$ cat src/rtl/memory_access_unit_if.sv
// Request/response and memory-bus bundle for memory_access_unit.
// slave: the unit's side; master: the control unit plus main memory.
interface memory_access_unit_if #(
   parameter int unsigned DATA_W = 16,
   parameter int unsigned ADDR_W = 16
);
   logic              req_valid;
   logic              req_ready;
   logic              req_write;
   logic [ADDR_W-1:0] req_addr;
   logic [DATA_W-1:0] req_wdata;
   logic              rsp_valid;
   logic              rsp_ready;
   logic [DATA_W-1:0] rsp_data;
   logic              rsp_error;
   logic [ADDR_W-1:0] mem_addr;
   logic [DATA_W-1:0] mem_data_in;
   logic              mem_write_enable;
   logic [DATA_W-1:0] mem_data_out;

   modport slave (
      input  req_valid, req_write, req_addr, req_wdata, rsp_ready, mem_data_out,
      output req_ready, rsp_valid, rsp_data, rsp_error, mem_addr, mem_data_in, mem_write_enable
   );

   modport master (
      output req_valid, req_write, req_addr, req_wdata, rsp_ready, mem_data_out,
      input  req_ready, rsp_valid, rsp_data, rsp_error, mem_addr, mem_data_in, mem_write_enable
   );
endinterface

$ cat src/rtl/memory_access_unit.sv
// Single-outstanding load/store initiator holding MAR/MBR for the main memory.
// Optional MEM_ADDR_CHECK_EN: fault out-of-range addresses instead of aliasing them.
module memory_access_unit #(
   parameter int unsigned DATA_W    = 16,
   parameter int unsigned ADDR_W    = 16,
   parameter int unsigned MEM_DEPTH = 16384
) (
   input logic                  clk,
   input logic                  reset_n,
   memory_access_unit_if.slave  bus
);

   typedef enum logic [2:0] {StIdle, StWrite, StRdAddr, StRdCapt, StDone} state_e;

   state_e            state_q;
   logic [ADDR_W-1:0] mar_q;
   logic [DATA_W-1:0] mbr_q;
   logic              req_ready_q;
   logic              rsp_valid_q;
   logic              mem_we_q;
   logic              addr_fault;

`ifdef MEM_ADDR_CHECK_EN
   localparam logic [ADDR_W:0] DepthW = (ADDR_W+1)'(MEM_DEPTH);
   logic err_q;

   assign addr_fault    = ({1'b0, bus.req_addr} >= DepthW);
   assign bus.rsp_error = err_q;
`else
   // Depth is a power of two, so the modulo is a mask of the low bits.
   localparam logic [ADDR_W-1:0] AddrMask = ADDR_W'(MEM_DEPTH - 1);

   assign addr_fault    = 1'b0;
   assign bus.rsp_error = 1'b0;
`endif

   always_ff @(posedge clk or negedge reset_n) begin
      if (!reset_n) begin
         state_q     <= StIdle;
         mar_q       <= '0;
         mbr_q       <= '0;
         req_ready_q <= 1'b1;
         rsp_valid_q <= 1'b0;
         mem_we_q    <= 1'b0;
`ifdef MEM_ADDR_CHECK_EN
         err_q       <= 1'b0;
`endif
      end else begin
         case (state_q)
            StIdle: begin
               if (bus.req_valid) begin
                  req_ready_q <= 1'b0;
                  mbr_q       <= bus.req_wdata;
`ifdef MEM_ADDR_CHECK_EN
                  mar_q       <= bus.req_addr;
                  err_q       <= addr_fault;
`else
                  mar_q       <= bus.req_addr & AddrMask;
`endif
                  if (addr_fault) begin
                     mbr_q       <= '0;
                     rsp_valid_q <= 1'b1;
                     state_q     <= StDone;
                  end else if (bus.req_write) begin
                     mem_we_q <= 1'b1;
                     state_q  <= StWrite;
                  end else begin
                     state_q <= StRdAddr;
                  end
               end
            end
            StWrite: begin
               mem_we_q    <= 1'b0;
               rsp_valid_q <= 1'b1;
               state_q     <= StDone;
            end
            StRdAddr: begin
               state_q <= StRdCapt;
            end
            StRdCapt: begin
               mbr_q       <= bus.mem_data_out;
               rsp_valid_q <= 1'b1;
               state_q     <= StDone;
            end
            StDone: begin
               if (bus.rsp_ready) begin
                  rsp_valid_q <= 1'b0;
                  req_ready_q <= 1'b1;
                  state_q     <= StIdle;
               end
            end
            default: begin
               mem_we_q    <= 1'b0;
               rsp_valid_q <= 1'b0;
               req_ready_q <= 1'b1;
               state_q     <= StIdle;
            end
         endcase
      end
   end

   assign bus.req_ready        = req_ready_q;
   assign bus.rsp_valid        = rsp_valid_q;
   assign bus.rsp_data         = mbr_q;
   assign bus.mem_addr         = mar_q;
   assign bus.mem_data_in      = mbr_q;
   assign bus.mem_write_enable = mem_we_q;

endmodule

$ cat src/flat_wrapper.sv
// flat-port wrapper written by rule: the top's interface ports become plain ports
module memory_access_unit_flat 
#(
   parameter int unsigned DATA_W    = 16,
   parameter int unsigned ADDR_W    = 16,
   parameter int unsigned MEM_DEPTH = 16384
)
  (clk, reset_n, bus_req_valid, bus_req_write, bus_req_addr, bus_req_wdata, bus_rsp_ready, bus_mem_data_out, bus_req_ready, bus_rsp_valid, bus_rsp_data, bus_rsp_error, bus_mem_addr, bus_mem_data_in, bus_mem_write_enable);
  memory_access_unit_if #(.DATA_W(DATA_W), .ADDR_W(ADDR_W)) bus_i ();
  input logic clk;
  input logic reset_n;
  input wire logic [$bits(bus_i.req_valid)-1:0] bus_req_valid;
  input wire logic [$bits(bus_i.req_write)-1:0] bus_req_write;
  input wire logic [$bits(bus_i.req_addr)-1:0] bus_req_addr;
  input wire logic [$bits(bus_i.req_wdata)-1:0] bus_req_wdata;
  input wire logic [$bits(bus_i.rsp_ready)-1:0] bus_rsp_ready;
  input wire logic [$bits(bus_i.mem_data_out)-1:0] bus_mem_data_out;
  output wire logic [$bits(bus_i.req_ready)-1:0] bus_req_ready;
  output wire logic [$bits(bus_i.rsp_valid)-1:0] bus_rsp_valid;
  output wire logic [$bits(bus_i.rsp_data)-1:0] bus_rsp_data;
  output wire logic [$bits(bus_i.rsp_error)-1:0] bus_rsp_error;
  output wire logic [$bits(bus_i.mem_addr)-1:0] bus_mem_addr;
  output wire logic [$bits(bus_i.mem_data_in)-1:0] bus_mem_data_in;
  output wire logic [$bits(bus_i.mem_write_enable)-1:0] bus_mem_write_enable;
  assign bus_i.req_valid = bus_req_valid;
  assign bus_i.req_write = bus_req_write;
  assign bus_i.req_addr = bus_req_addr;
  assign bus_i.req_wdata = bus_req_wdata;
  assign bus_i.rsp_ready = bus_rsp_ready;
  assign bus_i.mem_data_out = bus_mem_data_out;
  assign bus_req_ready = bus_i.req_ready;
  assign bus_rsp_valid = bus_i.rsp_valid;
  assign bus_rsp_data = bus_i.rsp_data;
  assign bus_rsp_error = bus_i.rsp_error;
  assign bus_mem_addr = bus_i.mem_addr;
  assign bus_mem_data_in = bus_i.mem_data_in;
  assign bus_mem_write_enable = bus_i.mem_write_enable;
  memory_access_unit #(.DATA_W(DATA_W), .ADDR_W(ADDR_W), .MEM_DEPTH(MEM_DEPTH)) u_core (.clk(clk), .reset_n(reset_n), .bus(bus_i));
endmodule
$ cat config.mk
export PLATFORM = sky130hd
export DESIGN_NAME = memory_access_unit_flat
export DESIGN_NICKNAME = d
export VERILOG_FILES = /design/src/rtl/memory_access_unit_if.sv /design/src/rtl/memory_access_unit.sv /design/src/flat_wrapper.sv
export SDC_FILE = /design/constraint.sdc
export NUM_CORES = 1
export LEC_CHECK = 0
export CORE_UTILIZATION = 38
export CTS_BUF_LIST = sky130_fd_sc_hd__clkbuf_16
export CTS_CLUSTER_SIZE = 40
export DETAILED_ROUTE_END_ITERATION = 12
export GPL_ROUTABILITY_DRIVEN = 0
export PLACE_DENSITY = 0.9
export SLEW_MARGIN = 20
export SYNTH_ARGS = -nofsm -noshare
export SYNTH_HDL_FRONTEND = slang
export SYNTH_SLANG_ARGS = --single-unit
$ cat constraint.sdc
create_clock -name clk -period 1.9 [get_ports clk]
set_input_delay 0.38 -clock clk [delete_from_list [all_inputs] [get_ports clk]]
set_output_delay 0.38 -clock clk [all_outputs]
set_load 0.005 [all_outputs]
==> Word level (Yosys, flattened, before mapping) <==
Cells that the tools add are included.
{ "op_classes": {"n_bitwise": 3, "reduce_logical": 12, "eq_ne": 7, "mux": 14} }
{ "op_table": {"columns": ["operator", "n"], "rows": [
  ["one-hot mux 16 bit (2 select lines)", 1],
  ["2-to-1 mux 16 bit", 1],
  ["one-hot mux 3 bit (4 select lines)", 1],
  ["AND reduction 2 bit", 4],
  ["equality test 3 x 2 -> 1 bit (second input constant)", 2],
  ["2-to-1 mux 3 bit", 2],
  ["!= test 2 bit (second input constant)", 3],
  ["one-hot mux 1 bit (3 select lines)", 2],
  ["AND reduction 3 bit", 2],
  ["OR reduction 3 bit", 2],
  ["2-to-1 mux 1 bit", 5],
  ["OR reduction 2 bit", 2],
  ["equality test 3 x 1 -> 1 bit (second input constant)", 1],
  ["equality test 3 bit (second input constant)", 1],
  ["logical NOT 3 bit", 1],
  ["NOT 1 bit", 3],
  ["2-to-1 mux 2 bit", 1],
  ["one-hot mux 1 bit (2 select lines)", 1],
  ["nonzero test 2 bit", 1]
]} }
{ "totals": {"reg_bits": 36} }

==> Depth between registers and ports, before layout <==
Gate-level depths: netlist (run 1).
{ "logic_depth": {"ltp_word": 4, "mapped_depth": 5} }

==> Worst setup path after synthesis (run 1) <==
Ideal clock, no wire load.
{ "synth_timing": {"path_kind": "register -> register", "start": "register u_core.state_q[1]", "end": "register u_core.mbr_q[0], in the netlist u_core.bus.mem_data_in[0]", "path_slack_ns": 0.180, "stages_incl_launch_ff": 6, "arrival_ns": 1.595, "period_less_slack_ns": 1.720, "path_cell_list": "dfrtp_1 -> buf_6 -> or3b_4 -> a21oi_4 -> buf_12 -> mux2_4"} }
{ "synth_between": {"elab_chain_len": 3, "word_cells_on_any_way": 6, "cone_classes": "eq/ne (2); mux (1); reduce/logical (3)"} }
{ "synth_rtl": {"columns": ["element", "line_no", "rtl"], "rows": [
  ["start, declared", "memory_access_unit.sv:15", "state_e state_q;"],
  ["start signal, assigned", "memory_access_unit.sv:39", "state_q <= StIdle;"],
  ["start signal, assigned", "memory_access_unit.sv:63", "state_q <= StDone;"],
  ["start signal, assigned", "memory_access_unit.sv:66", "state_q <= StWrite;"],
  ["equality test 3 x 2 -> 1 bit / logical NOT 3 bit (equally long branches)", "memory_access_unit.sv:49", "case (state_q)"],
  ["nonzero test 2 bit (no line) / != test 2 bit (equally long branches)", null, null],
  ["AND reduction 2 bit (no line)", null, null],
  ["end signal, assigned", "memory_access_unit.sv:53", "mbr_q <= bus.req_wdata;"],
  ["end signal, assigned", "memory_access_unit.sv:81", "mbr_q <= bus.mem_data_out;"],
  ["end, declared", "memory_access_unit.sv:17", "logic [DATA_W-1:0] mbr_q;"]
]} }
Parallel ways exist; a longest one is shown, timed or not.
A chain may end at the register's enable or synchronous reset.

==> Final worst setup path (run 1) <==
{ "layout_timing": {"start": "input port bus_req_valid", "end": "register u_core.mbr_q[15], in the netlist u_core.bus.mem_data_in[15]"} }
{ "layout_between": {"elab_chain_len": 2} }
{ "layout_rtl": {"columns": ["element", "line_no", "rtl"], "rows": [
  ["start, declared", "flat_wrapper.sv:12", "input wire logic [$bits(bus_i.req_valid)-1:0] bus_req_valid;"],
  ["!= test 2 bit (no line)", null, null],
  ["AND reduction 2 bit (no line)", null, null]
]} }
No other way between the ends.

==> flow_metrics.tcl, run 1 <==
set metrics [dict create \
    fin_cells 271 \
    vias 1338 \
    p_switching_uw 1260 \
    fin_crit_ns 1.79 \
    cts_tree "built" \
    seqPwrFrac 0.311 \
    ys_seq_elements 36 \
    numClockSinks 36 \
    fin_nets 272 \
    die_h_um 71.4 \
    avgSynthCellArea_sq_um 14.3 \
    max_stage_delay_ns 0.48 \
    hold_viol 0 \
    yosysTopAreaCell "dfrtp_1" \
    total_power_uw 4610 \
    cp_slowest_cell "clkdlybuf4s50_1" \
    drive_gt1_frac 0.311 \
    via_per_inst 4.94 \
    syn_to_final_growth_pct 58.8 \
    hold_buffers 0 \
    std_cell_rows 24 \
    post-route-util 0.645 \
    grt_first_pass_wirelength_um 6320 \
    grt_setup_unrepaired "false" \
    clk_latency_ns 0.27 \
    yosys.area_share.simple 0.0451 \
    antenna_cells 0 \
    cp.required_ns 2.06 \
    detail_route.wl_per_cell_um 14.2 \
    maxCapViolations 0 \
    r2r_cells 4 \
    leakage_uw 0.00123 \
    syn_area_sq_um 1830 \
    critPathLaunchType "input port" \
    cts-root-buf "clkbuf_16" \
    ant_nets 0 \
    drc 9 \
    path_cells "clkdlybuf4s50_1 > or3b_4 > a21oi_4 > buf_12 > mux2_2" \
    synth_compound_area_frac 0.0356 \
    yosysWarnings 0 \
    final_min_period_over_clock_period 0.944 \
    cts.clk_slew.worst_paths_ns 0.05 \
    design_area_sq_um 2910 \
    grt-ovfl-total 0 \
    antenna_found_initial 0 \
    synth_adder_area_share 0 \
    critPathCaptureType "flop" \
    firstDrtPassIters 10 \
    placedCellCount 264 \
    start_util 0.406 \
    crit-reg2reg-launch "u_core.state_q[0]" \
    fmax_ghz 0.558 \
    switching_share 0.272 \
    hp-class "input port to async pin" \
    grt_pass1_vias 1343 \
    worstSetupPathType "input port to flop" \
    yosys.area_share.xor_xnor 0 \
    portBuffers 99 \
    combPwrFrac 0.527 \
    dp_hpwl_um 2970 \
    cp.arrival_ns 1.95 \
    share_clk_of_total_power 0.162 \
    r2r-end "u_core.bus.mem_data_in[15]" \
    first_iter_violations 39 \
    finalSetupViolCount 0 \
    status "complete, but fails checks" \
    p_per_area_nw_per_um2 1590 \
    crit_fanout 13 \
    cts_resized 0 \
    placed_area_sq_um 2770 \
    routed_wl_um 3840 \
    final_max_slew_viol_count 0 \
    violations "DRC" \
    cts_buffer_depth 2 \
    synth_top_family_by_area "multiplexers" \
    synth_area_leaders "dfrtp_1 48%, mux2_2 23%, buf_4 9.0%" \
    fp.dieW_um 71.4 \
    cts_buffers 5 \
    die_area_sq_um 5100 \
    yosysTopAreaCellShare 0.479 \
    synth-seq-area-share 0.493 \
    track_usage 0.162 \
    vdd_drop_max_v 0.000835 \
    post_cts_buffers 0 \
    io_pins 105 \
    syn-instance-count 128 \
    reg2reg_slack_ns 0.30 \
    core_area_sq_um 4500 \
    finClkSkew_ns 0.00384 \
    synthMuxAreaShare 0.310 \
    ys_types 23 \
    h-tree-depth 2 \
    fillers 366 \
    grt_start_max_net_pins 20 \
    p_int_uw 3360 \
]
==> per-layer routing <==
layer,share of wire,track usage,up-vias
li1,-,-,605
met1,0.38,0.178,642
met2,0.49,0.279,87
met3,0.12,0.0774,4
met4,0.0091,0.0467,0
met5,0,0,-
==> cells in the mapped netlist <==
library cell,n
buf_6,1
o32a_2,1
o31ai_1,1
or3b_4,1
nand3_1,1
mux2_2,37
conb_1,1
nand2_1,1
a31oi_1,1
mux2_4,10
dfrtp_1,35
nor2_1,1
nor4b_4,1
inv_1,2
a21oi_4,1
buf_4,22
o22a_1,1
buf_2,1
a21oi_1,3
nor3_1,3
buf_12,1
dfstp_2,1
nand3b_4,1
==> critical path, delay by kind of cell <==
kind	cells	cell delay (ns)
AO/OA/AOI/OAI	1	0.19
buffers and inverters	2	0.65
multiplexers	1	0.34
AND/OR/NAND/NOR	1	0.39
==> cell families after synthesis <==
kind of cell,after synthesis
and+or+nand+nor,9
AOI/OAI and AO/OA,8
buffers and inverters,27
muxes,47
DFF,36
other,1
==> stage by stage <==
| stage | setup TNS [ns] | hold WS (ns) | worst slack [ns] |
|---|---|---|---|
| after detailed placement | -2.66 | 0.345 | -0.189 |
| after global routing | 0 | 0.0772 | 0.0567 |
| final | 0 | 0.0432 | 0.107 |
| after floorplan | 0 | 0.0844 | 0.180 |
| after CTS | 0 | 0.0557 | 0.101 |
| after global placement | -2.37 | 0.343 | -0.172 |
==> placed cells by master, fill, tap and decap left out, types with 2 or more instances in the layout <==
| cell type | count |
|---|---|
| a21oi_1 | 3 |
| inv_1 | 3 |
| clkdlybuf4s50_1 | 98 |
| conb_1 | 3 |
| buf_12 | 2 |
| mux2_2 | 37 |
| buf_4 | 6 |
| clkbuf_16 | 5 |
| mux2_4 | 10 |
| nor3_1 | 3 |
| dfrtp_1 | 35 |
==> sequential cells by signal, summed over array words and instances, names as in the netlist <==
register and count:
u_core.bus.mem_write_enable 1, u_core.bus.mem_data_in 16, u_core.bus.rsp_valid 1, u_core.bus.req_ready 1
u_core.state_q 3, u_core.bus.mem_addr 14
==> power groups by stage <==
stage / Sequential [uW] / Combinational, uW / Clock (uW)
2_1_floorplan: 1440 / 1320 / 0
5_1_grt: 1490 / 2590 / 794
4_1_cts: 1440 / 2450 / 776
6_report: 1430 / 2430 / 748
3_3_place_gp: 1430 / 2390 / 0
3_5_place_dp: 1450 / 2450 / 0
==> worst max-delay path by stage <==
stage / from / end / slack, ns / depth (start not counted)
global placement: bus_req_valid / u_core.bus.mem_data_in[11] / -0.17 / 5
global route: bus_req_valid / u_core.bus.mem_data_in[8] / 0.06 / 5
floorplan: u_core.state_q[1] / u_core.bus.mem_data_in[0] / 0.18 / 5
CTS: bus_req_valid / u_core.bus.mem_data_in[15] / 0.10 / 5
finish: bus_req_valid / u_core.bus.mem_data_in[15] / 0.11 / 5
detailed placement: bus_req_valid / u_core.bus.mem_data_in[15] / -0.19 / 5
==> final cells by class <==
type	count	area, sq um	area share
clock inverter	2	8.76	0.00301
sequential	36	902	0.311
timing repair buffer	107	1070	0.369
inverter	2	7.51	0.00258
clock buffer	5	125	0.0431
tap	52	65.1	0.0224
multi-input combinational	67	726	0.250
(Power assumes the default switching activity.)
==> run 2, diff against run 1 <==
- CTS_CLUSTER_SIZE: 40 -> default
==> results of run 2 <==
Same layout as run 1: the final DEF is identical, and so are final timing and power.
